==> src/rtl/accumulator_control_sequencer.sv <==
// Multi-cycle fetch/decode/execute controller for the 16-bit accumulator machine.
// Owns PC/IR/MAR/MBR/AC and sequences the registered-read memory and combinational ALU.
module accumulator_control_sequencer #(
  parameter logic [15:0] RESET_PC = 16'h0000
) (
  input  logic        clk_i,
  input  logic        reset_i,
  input  logic        run_i,
  output logic [15:0] mem_addr_o,
  output logic [15:0] mem_wdata_o,
  output logic        mem_we_o,
  input  logic [15:0] mem_rdata_i,
  output logic [3:0]  alu_opcode_o,
  output logic [15:0] alu_a_o,
  output logic [15:0] alu_b_o,
  input  logic [15:0] alu_result_i,
  output logic [15:0] pc_o,
  output logic [15:0] ir_o,
  output logic [15:0] acc_o,
  output logic        halted_o,
  output logic        illegal_o
);

  typedef enum logic [3:0] {
    StFetch0, StFetch1, StFetch2, StDecode, StRead, StLatch, StExec, StWrite, StHalt
  } state_e;

  localparam logic [3:0] OpLoad    = 4'h1;
  localparam logic [3:0] OpStore   = 4'h2;
  localparam logic [3:0] OpAdd     = 4'h3;
  localparam logic [3:0] OpSub     = 4'h4;
  localparam logic [3:0] OpAnd     = 4'h5;
  localparam logic [3:0] OpOr      = 4'h6;
  localparam logic [3:0] OpXor     = 4'h7;
  localparam logic [3:0] OpJump    = 4'h8;
  localparam logic [3:0] OpSkipz   = 4'h9;
  localparam logic [3:0] OpSkipneg = 4'hA;
  localparam logic [3:0] OpShl     = 4'hB;
  localparam logic [3:0] OpShr     = 4'hC;
  localparam logic [3:0] OpClear   = 4'hD;
  localparam logic [3:0] OpIllegal = 4'hE;
  localparam logic [3:0] OpHalt    = 4'hF;

  state_e      state_q, state_d;
  logic [15:0] pc_q, pc_d;
  logic [15:0] ir_q, ir_d;
  logic [15:0] mar_q, mar_d;
  logic [15:0] mbr_q, mbr_d;
  logic [15:0] ac_q, ac_d;
  logic        illegal_q, illegal_d;

  logic [3:0]  opcode;
  logic [15:0] operand;
  logic [3:0]  alu_code;

  assign opcode  = ir_q[15:12];
  assign operand = {4'b0000, ir_q[11:0]};

  always_comb begin
    alu_code = 4'b0000;
    case (opcode)
      OpAdd:   alu_code = 4'b0000;
      OpSub:   alu_code = 4'b0001;
      OpAnd:   alu_code = 4'b1000;
      OpOr:    alu_code = 4'b1001;
      OpXor:   alu_code = 4'b1010;
      OpShl:   alu_code = 4'b0100;
      OpShr:   alu_code = 4'b0101;
      default: alu_code = 4'b0000;
    endcase
  end

  always_comb begin
    state_d      = state_q;
    pc_d         = pc_q;
    ir_d         = ir_q;
    mar_d        = mar_q;
    mbr_d        = mbr_q;
    ac_d         = ac_q;
    illegal_d    = illegal_q;
    alu_opcode_o = 4'b0000;

    unique case (state_q)
      StFetch0: begin
        if (run_i) begin
          mar_d   = pc_q;
          state_d = StFetch1;
        end
      end
      StFetch1: state_d = StFetch2;
      StFetch2: begin
        ir_d    = mem_rdata_i;
        pc_d    = pc_q + 16'd1;
        state_d = StDecode;
      end
      StDecode: begin
        alu_opcode_o = alu_code;
        mar_d        = operand;
        state_d      = StFetch0;
        case (opcode)
          OpLoad, OpAdd, OpSub, OpAnd, OpOr, OpXor: state_d = StRead;
          OpStore:   state_d = StWrite;
          OpJump:    pc_d = operand;
          // Skip increments on top of the fetch increment already in pc_q.
          OpSkipz:   if (ac_q == 16'h0000) pc_d = pc_q + 16'd1;
          OpSkipneg: if (ac_q[15]) pc_d = pc_q + 16'd1;
          OpShl, OpShr: ac_d = alu_result_i;
          OpClear:   ac_d = 16'h0000;
          OpIllegal: begin
            illegal_d = 1'b1;
            state_d   = StHalt;
          end
          OpHalt:    state_d = StHalt;
          default:   state_d = StFetch0;
        endcase
      end
      StRead:  state_d = StLatch;
      StLatch: begin
        mbr_d   = mem_rdata_i;
        state_d = StExec;
      end
      StExec: begin
        alu_opcode_o = alu_code;
        ac_d         = (opcode == OpLoad) ? mbr_q : alu_result_i;
        state_d      = StFetch0;
      end
      StWrite: state_d = StFetch0;
      StHalt:  state_d = StHalt;
      default: state_d = StFetch0;
    endcase
  end

  always_ff @(posedge clk_i) begin
    if (reset_i) begin
      state_q   <= StFetch0;
      pc_q      <= RESET_PC;
      ir_q      <= 16'h0000;
      mar_q     <= 16'h0000;
      mbr_q     <= 16'h0000;
      ac_q      <= 16'h0000;
      illegal_q <= 1'b0;
    end else begin
      state_q   <= state_d;
      pc_q      <= pc_d;
      ir_q      <= ir_d;
      mar_q     <= mar_d;
      mbr_q     <= mbr_d;
      ac_q      <= ac_d;
      illegal_q <= illegal_d;
    end
  end

  // Reset gates the strobe combinationally so an aborted STORE never reaches memory.
  assign mem_we_o    = (state_q == StWrite) && !reset_i;
  assign mem_addr_o  = mar_q;
  assign mem_wdata_o = ac_q;
  assign alu_a_o     = ac_q;
  assign alu_b_o     = mbr_q;
  assign pc_o        = pc_q;
  assign ir_o        = ir_q;
  assign acc_o       = ac_q;
  assign halted_o    = (state_q == StHalt);
  assign illegal_o   = illegal_q;

endmodule
==> config.mk <==
export PLATFORM = sky130hd
export DESIGN_NAME = accumulator_control_sequencer
export DESIGN_NICKNAME = d
export VERILOG_FILES = /design/src/rtl/accumulator_control_sequencer.sv
export SDC_FILE = /design/constraint.sdc
export NUM_CORES = 1
export LEC_CHECK = 0
export ABC_CLOCK_PERIOD_IN_PS = 1800
export CAP_MARGIN = 5
export CELL_PAD_IN_SITES_DETAIL_PLACEMENT = 1
export CELL_PAD_IN_SITES_GLOBAL_PLACEMENT = 2
export CORE_MARGIN = 5
export CORE_UTILIZATION = 22
export DETAILED_ROUTE_END_ITERATION = 10
export PLACE_DENSITY_LB_ADDON = 0.08
export SLEW_MARGIN = 15
export SYNTH_ARGS = -nofsm -noshare
export SYNTH_HDL_FRONTEND = slang
export SYNTH_SLANG_ARGS = --single-unit
==> constraint.sdc <==
create_clock -name clk_i -period 1.8 [get_ports clk_i]
set_input_delay 0.36 -clock clk_i [delete_from_list [all_inputs] [get_ports clk_i]]
set_output_delay 0.36 -clock clk_i [all_outputs]
set_load 0.01 [all_outputs]
== After elaboration in Yosys (flattened, before gate mapping) ==
Cells that the tools add are included.

* Register bits after elaboration: 85
* Input bits: 35
* Output and inout port bits: 119
* Word-level logic and storage cells: 65

* $add $sub $neg: 1
* Equality and inequality tests: 28
* Muxes and demuxes: 14
* Reductions and logical operators: 15

{| class="wikitable"
|+ Operators with widths
! kind !! number
|-
| 16-bit one-hot mux with 2 select lines || 4
|-
| 16-bit two-way mux || 4
|-
| 16-bit one-hot mux with 3 select lines || 1
|-
| 4-bit equality test, second input constant || 9
|-
| 4-bit by 3-bit equality test with 1-bit output, second input constant || 8
|-
| 4-bit one-hot mux with 7 select lines || 1
|-
| 4-bit one-hot mux with 6 select lines || 1
|-
| 16-bit by 1-bit adder with 16-bit output, second input constant || 1
|-
| 4-bit by 2-bit equality test with 1-bit output, second input constant || 4
|-
| 16-bit zero test || 1
|-
| 4-bit one-hot mux with 3 select lines || 1
|-
| 4-bit by 1-bit equality test with 1-bit output, second input constant || 2
|-
| 4-bit two-way mux || 2
|-
| 3-bit != test, second input constant || 2
|-
| 2-bit AND reduction || 3
|-
| 2-bit nonzero test || 3
|-
| 2-bit OR reduction || 3
|-
| 6-bit OR reduction || 1
|-
| 4-bit zero test || 1
|-
| 4-bit by 2-bit != test with 1-bit output, second input constant || 1
|-
| 4-bit AND reduction || 1
|-
| 3-bit by 1-bit != test with 1-bit output, second input constant || 1
|-
| 2-bit != test, second input constant || 1
|-
| 1-bit logical AND || 1
|-
| 1-bit zero test || 1
|}

== Logic depth before layout (Yosys ltp) ==
* Word-level depth: 4
* Gate-level depth with buffers: 8

== Worst setup path before layout ==
Ideal clock, no wire load.

* Path kind: register to output
* From: reg state_q[0]
* To: out alu_opcode_o[2]
* Arrival time: 1.588 ns
* Required time: 1.440 ns
* Path slack: -0.148 ns
* Cell stages (with the launch flop): 6
* Path buffers: 3
* Cell sequence: dfxtp_1 > buf_2 > or3b_1 > buf_2 > clkbuf_1 > a211oi_1

* Cells in the longest elaborated chain, start to end: 3

{| class="wikitable"
|+ Ends and longest elaborated chain
! what !! line !! RTL
|-
| start, declared || 44 || <nowiki>state_e state_q, state_d;</nowiki>
|-
| start signal, assigned || 135 || <nowiki>state_q <= StFetch0;</nowiki>
|-
| start signal, assigned || 143 || <nowiki>state_q <= state_d;</nowiki>
|-
| 4-bit by 2-bit equality test with 1-bit output / 4-bit by 3-bit equality test with 1-bit output (equally long branches) || 83 || <nowiki>unique case (state_q)</nowiki>
|-
| 2-bit OR reduction (no source line) (*) || - ||
|-
| 4-bit two-way mux (*) || 83 ||
|-
| end, declared || 13 || <nowiki>output logic [3:0] alu_opcode_o,</nowiki>
|}

Every way passes the cells marked *; elsewhere a longest branch is shown, timed or not.

== Final worst setup path ==
* From: reg state_q[2]
* To: reg pc_q[12] (netlist: pc_o[12])

* Cells in the longest elaborated chain, start to end: 3

{| class="wikitable"
|+ Ends and longest elaborated chain
! what !! line !! RTL
|-
| 4-bit by 2-bit equality test with 1-bit output || 83 ||
|-
| 4-bit by 2-bit != test with 1-bit output (no source line), or another cell as far along || - ||
|-
| 4-bit AND reduction (no source line) || - ||
|-
| end signal, assigned || 144 || <nowiki>pc_q <= pc_d;</nowiki>
|-
| end, declared || 45 || <nowiki>logic [15:0] pc_q, pc_d;</nowiki>
|}

Several ways; a longest one is shown, not always the timed one.
A chain may end at the register's enable or synchronous reset.

==> impl_metrics.env <==
export IMPL_dieArea_um2=22210
export IMPL_crit_required_ps=2080
export IMPL_firstDrtPassIters=4
export IMPL_synth_seq_area_share=0.4002
export IMPL_reg2reg_depth=7
export IMPL_areaGrowthSynthToFinish_pct=71.31
export IMPL_fin_hold_ws_ps=470.9
export IMPL_tritoncts="yes"
export IMPL_multi_input_area_um2=2372
export IMPL_nNetsFinal=773
export IMPL_path_max_fanout=5
export IMPL_ys_seq_elements=85
export IMPL_grt_pass1_wl_um=28280
export IMPL_cts_root_buf="clkbuf_16"
export IMPL_rsz0062_at_grt="true"
export IMPL_grt_overflow=0
export IMPL_worst_pin_slew_ps=435.3
export IMPL_yosysTopAreaCell="dfxtp_1"
export IMPL_status="complete, but fails checks"
export IMPL_ant_nets=0
export IMPL_diodes=0
export IMPL_setup_viol=36
export IMPL_async_flop_share=0
export IMPL_max_freq_ghz=0.4943
export IMPL_ys_warn_count=0
export IMPL_worst_slack_ps=-222.9
export IMPL_cp_end_kind="register"
export IMPL_antenna_found_initial=0
export IMPL_cp_arrival_ps=2310
export IMPL_holdPathEnd="mem_addr_o[14]"
export IMPL_path_class="register to register"
export IMPL_dp_hpwl_um=13330
export IMPL_max_vdd_ir_drop_v=0.0003774
export IMPL_power_density_nw_per_um2=611.5
export IMPL_max_clock_path_buffers=2
export IMPL_htreeDepth=3
export IMPL_finalClockSkew_ps=6.993
export IMPL_grt_pass1_vias=4931
export IMPL_gp_congestion=0.7456
export IMPL_cp_start_kind="register"
export IMPL_dieWidth_um=149.0
export IMPL_port_buffers=153
export IMPL_finalNonFillerCells=1002
export IMPL_whs_path_depth=2
export IMPL_synthTopCellsByArea="dfxtp_1 (40%), nand2_1 (7.6%), a21oi_1 (6.6%), nor2_1 (6.2%), buf_4 (5.8%)"
export IMPL_cts_made_buffers=9
export IMPL_rows=50
export IMPL_initial_utilization=0.2250
export IMPL_mostFrequentLayoutCells="clkdlybuf4s50_1 (129), nand2_1 (85), buf_4 (84)"
export IMPL_grt_max_degree=83
export IMPL_relSlewSlack=0.7098
export IMPL_drtIter0Drc=135
export IMPL_gr_usage_all_layers=0.1616
export IMPL_final_max_slew_violation_count=0
export IMPL_synthDistinctLibCells=51
export IMPL_r2r_setup_slack_ps=-220
export IMPL_hold_class="register to register"
export IMPL_failed_checks="negative setup slack"
export IMPL_yosys_most_used_dff="dfxtp_1"
export IMPL_viasPerCell=4.684
export IMPL_r2r_start="state_q[2]"
export IMPL_place_ws_ps=-388.9
export IMPL_seqCellArea_um2=1745
export IMPL_syn_area_per_cell_um2=7.888
export IMPL_n_fill_cell=2219
export IMPL_fin_util=0.3855
export IMPL_insertion_delay_ps=340
export IMPL_post_route_period_util=1.124
export IMPL_place_inst=965
export IMPL_cellLeakagePower_nw=2.884
export IMPL_finalHoldViolCount=0
export IMPL_cap_violations=0
export IMPL_die_height_um=149.0
export IMPL_setup_tns_ps=-4720
export IMPL_fin_crit_ps=2023
export IMPL_final_common_cell="clkdlybuf4s50_1"
export IMPL_synth_top_area_share=0.4002
export IMPL_syn_nets=575
export IMPL_core_area_um2=18890
export IMPL_synth_area_um2=4252
export IMPL_clock_sinks=85
export IMPL_route_detailed_drc=0
export IMPL_synth_edf_count=0
export IMPL_avgRoutedWirePerCell_um=18.28
export IMPL_clk_pin_slew_ps=70
export IMPL_hold_start="mem_addr_o[14]"
export IMPL_drt_wl_total_um=18310
export IMPL_synth_cells=539
export IMPL_worst_r2r_endpoint="pc_o[12]"
export IMPL_num_vias=4693
export IMPL_drive_above_1_share=0.2978
export IMPL_io_pins=154
per-stage QoR:
step	total power [mW]	area [um^2]
after global placement	2.604	6405
after CTS	4.530	7167
final	4.454	7283
after global routing	4.663	7283
after detailed placement	2.613	6405
after floorplan	2.270	4277
critical path, stage by stage (launching register included):
cell,delay (ps)
dfxtp_2,350
and4bb_2,340
buf_4,120
o21ai_1,60
o31a_2,360
buf_12,140
or4b_4,480
a21oi_2,120
registers in the layout (all words and copies together), names as in the netlist:
register,flops
alu_b_o,16
acc_o,16
state_q,4
mem_addr_o,16
illegal_o,1
ir_o,16
pc_o,16
cells in the mapped netlist, types with 2 or more instances:
cell	number
a22oi_1	15
o21ai_0	3
and3_1	2
a21oi_1	56
nor2b_1	2
a211oi_1	3
nand2_1	86
nor2_1	70
clkbuf_1	22
mux2i_1	3
o31ai_1	3
a211oi_2	15
a21o_1	10
a41oi_1	3
dfxtp_1	85
buf_4	33
nand3b_1	8
nand2b_1	4
or4_1	3
nor4_1	17
nand4_1	5
inv_1	5
nand3_1	12
and2_1	3
buf_2	17
or3_1	4
a31oi_1	4
nor3_1	8
o21ai_1	16
kinds of logic after synthesis:
family,after synthesis,share of synthesized area
buffers and inverters,78,0.1048
muxes,4,0.009712
and+or+nand+nor,235,0.2643
adders and majority gates,1,0.002942
AOI/OAI and AO/OA,135,0.2160
xor gates and xnor gates,1,0.002060
DFF,85,0.4002
cell type report:
| type | count | share of cell area |
|---|---|---|
| repair buffers | 260 | 0.3482 |
| inverters | 5 | 0.002577 |
| well taps | 260 | 0.04467 |
| multi-input cells | 376 | 0.3257 |
| flip-flops and latches | 85 | 0.2396 |
| clock inverters | 6 | 0.006356 |
| clock buffers | 10 | 0.03281 |
worst max-delay path by stage:
| stage | startpoint | to | slack, ps | cells past startpoint |
|---|---|---|---|---|
| 3_3_place_gp | acc_o[8] | pc_o[15] | -300 | 6 |
| 6_report | state_q[2] | pc_o[12] | -220 | 7 |
| 4_1_cts | acc_o[11] | pc_o[12] | -280 | 7 |
| 2_1_floorplan | state_q[0] | alu_opcode_o[2] | -30 | 5 |
| 3_5_place_dp | acc_o[8] | pc_o[13] | -390 | 6 |
| 5_1_grt | acc_o[8] | pc_o[12] | -280 | 7 |
routing by layer:
| metal | GRT usage | part of all wire | up-vias |
|---|---|---|---|
| met5 | 0 | 0 | - |
| met4 | 0.04348 | 0.014 | 0 |
| met3 | 0.02887 | 0.045 | 17 |
| met2 | 0.2774 | 0.48 | 116 |
| met1 | 0.2087 | 0.46 | 2312 |
| li1 | - | - | 2248 |
report_power, final:
group          total (mW)  switching, mW  internal (mW)
logic               0.663          0.332          0.331
registers            1.97         0.0435           1.93
clock network        1.82          0.833          0.984
total                4.45           1.21           3.25
repair_timing:
item / 4_1_cts / 5_1_grt
hold buffers: 0 / 0
gates resized for setup: 88 / 58
pin swaps: 24 / 16
endpoints found under the setup margin: 47 / 77
buffers inserted: 19 / 2
cloned: 4 / 0
Power figures use the tool's default switching activity.
==> patch, RTL diff (same flow settings) <==
Put a register stage on the outputs `mem_we_o` and `halted_o`, with the module's reset. The values now appear one clock later. The other outputs are not delayed to match.
--- a/src/rtl/accumulator_control_sequencer.sv
+++ b/src/rtl/accumulator_control_sequencer.sv
@@ -151,7 +151,6 @@
   end
 
   // Reset gates the strobe combinationally so an aborted STORE never reaches memory.
-  assign mem_we_o    = (state_q == StWrite) && !reset_i;
   assign mem_addr_o  = mar_q;
   assign mem_wdata_o = ac_q;
   assign alu_a_o     = ac_q;
@@ -159,7 +158,15 @@
   assign pc_o        = pc_q;
   assign ir_o        = ir_q;
   assign acc_o       = ac_q;
-  assign halted_o    = (state_q == StHalt);
+  always_ff @(posedge clk_i) begin
+    if (reset_i) begin
+      mem_we_o <= '0;
+      halted_o <= '0;
+    end else begin
+      mem_we_o <= (state_q == StWrite) && !reset_i;
+      halted_o <= (state_q == StHalt);
+    end
+  end
   assign illegal_o   = illegal_q;
 
 endmodule
Check against the original RTL: not equivalent (Yosys sat finds a counterexample within 10 cycles, from zero or initial values and one cycle with reset_i high).
==> patch against the unedited design <==
The flow still finishes with violations (setup timing). Global-route usage down 0.13 points. Design area up 0.17%. Setup slack better by 0.012 ns. Clock skew down 0.0013 ns. Non-clock buffer count down 4. Wire length up 1.3%. Combinational power up 2%. Area after synthesis up 2.4%. Sequential cell count up 2. Power up 5.1%. Via count down 0.94%. Largest power group unchanged.
==> patch: results (changes against the unedited design) <==
| Metric | Value |
|---|---|
| Crit path launch | state_q[3] (was state_q[2]) |
| Lkg Pwr | 2.83 nW (was 2.88 nW) |
| Yosys cell types | 55 (was 51) |
| DP Worst Slack | -0.434 ns (was -0.389 ns) |
| Ranking of synthesized cells by area | dfxtp_1 40%, nand2_1 7.7%, a21oi_1 6.3% (was dfxtp_1 40%, nand2_1 7.6%, a21oi_1 6.6%) |
| Slowest stage delay, CP | 0.42 ns (was 0.48 ns) |
| Outcome | finished, violations left (unchanged) |
| CTS Buf Count | 9 (unchanged) |
| First-pass GRT wire length | 28100 µm (was 28300 µm) |
| I/O Buffers | 153 (unchanged) |
| Largest net degree at the start of global routing | 41 (was 83) |
| VDD IR max | 553 µV (was 377 µV) |
| Top Metal Used | met4 (unchanged) |
| Met3 Resource Use GR | 2.53% (was 2.89%) |
| Placed cell area | 0.00650 mm² (was 0.00640 mm²) |
| Diodes inserted | 0 (unchanged) |
| Setup Total Neg Slack | -3.46 ns (was -4.72 ns) |
| Detailed Routing Iterations Pass 1 | 4 (unchanged) |
| Adder-Cell Fraction of Synth Area | 0.287% (was 0.294%) |
| Met2 wire len | 9230 µm (was 8870 µm) |
| CP max FO | 11 (was 5) |
| Vias in the first global route | 4847 (was 4931) |
| Total GRT Usage | 16.0% (was 16.2%) |
| HPWL after detailed placement | 13800 µm (was 13300 µm) |
| Post-synthesis mux area share | 0.948% (was 0.971%) |
| M1 WL | 8170 µm (was 8360 µm) |
| Final wirelength | 18500 µm (was 18300 µm) |
| Synth Area in Compound Gates | 21.2% (was 21.6%) |
| Via count | 4649 (was 4693) |
| H-tree depth | 3 (unchanged) |
| Hold path startpoint | mem_addr_o[14] (unchanged) |
| Post-synth net total | 578 (was 575) |
| Synth cell count leaders | 89 x nand2_1, 87 x dfxtp_1, 70 x nor2_1 (was 86 x nand2_1, 85 x dfxtp_1, 70 x nor2_1) |
| Final Setup Violations | 36 (unchanged) |
| # nets final | 772 (was 773) |
| Slowest cell on crit path | or4_4 (was or4b_4) |
| Worst setup slack after layout | -0.211 ns (was -0.223 ns) |
| Slew margin rel. | 63.5% (was 71.0%) |
| Max Clock Skew | 0.00565 ns (was 0.00699 ns) |
| Top Family by Delay on Critical Path | simple AND/OR/NAND/NOR gates (unchanged) |
| Synth Area in XOR/XNOR | 0.201% (was 0.206%) |
| Initial DRC count | 228 (was 135) |
| Mapped Avg Cell Area | 8.03 µm² (was 7.89 µm²) |
| Met2 Use GR | 28.1% (was 27.7%) |
| GP Congestion | 0.770 (was 0.746) |
| Sequential area share after synthesis | 40.0% (about the same) |
| M1 GR Usage | 20.2% (was 20.9%) |
| Placed Cells | 976 (was 965) |
| Pins Over Slew Limit | 0 (unchanged) |
| Failing checks | setup timing (unchanged) |
| Layout cells sized above 1 | 29.6% (was 29.8%) |
| Ys Warns | 0 (unchanged) |
| Avg WL per Cell | 18.4 µm (was 18.3 µm) |
| WP data arrival | 2.29 ns (was 2.31 ns) |
| Met3 WL | 822 µm (was 827 µm) |
==> patch: where the power goes <==
| group | switching, mW | leakage, nW | internal (mW) |
|---|---|---|---|
| Clock | 0.866 | 0.149 | 1.12 |
| Sequential | 0.0434 | 0.713 | 1.98 |
| Combinational | 0.341 | 1.97 | 0.333 |
| Total | 1.25 | 2.83 | 3.43 |
==> patch: kinds of logic (layout without fill, tap and decap cells) <==
kind of cell               Yosys count  in the layout
and+or+nand+nor                    238            238
DFF                                 87             87
buffers and inverters               78            277
adders and majority gates            1              1
AOI/OAI and AO/OA                  133            133
muxes                                4              4
xor gates and xnor gates             1              1
==> patch: worst paths after layout <==
kind                                        to  slack, ns
worst max register to register        pc_o[13]      -0.21
worst max-delay path                  pc_o[13]      -0.21
worst min register to register  mem_addr_o[14]       0.47
worst min-delay path            mem_addr_o[14]       0.47
==> patch: cell type report <==
| class | instances | area [µm²] |
|---|---|---|
| multi-input combinational | 377 | 2430 |
| fill | 2286 | 12200 |
| inverter | 5 | 18.8 |
| clock buffer | 10 | 239 |
| timing repair buffer | 256 | 2440 |
| tap | 265 | 332 |
| clock inverter | 6 | 68.8 |
| sequential | 87 | 1770 |
==> patch: worst reg2reg max path: cells and delay by family (launching register included) <==
family / cells / cell delay, ns
DFF: 1 / 0.32
buffers and inverters: 2 / 0.30
and+or+nand+nor: 2 / 0.75
AOI/OAI and AO/OA: 3 / 0.59
==> patch: repair_timing <==
item | in CTS | in global routing
resized for setup | 81 | 55
setup endpoints to repair | 44 | 70
setup buffers | 11 | 2
gates cloned | 2 | 0
pin swaps | 23 | 4
hold buffers | 0 | 0
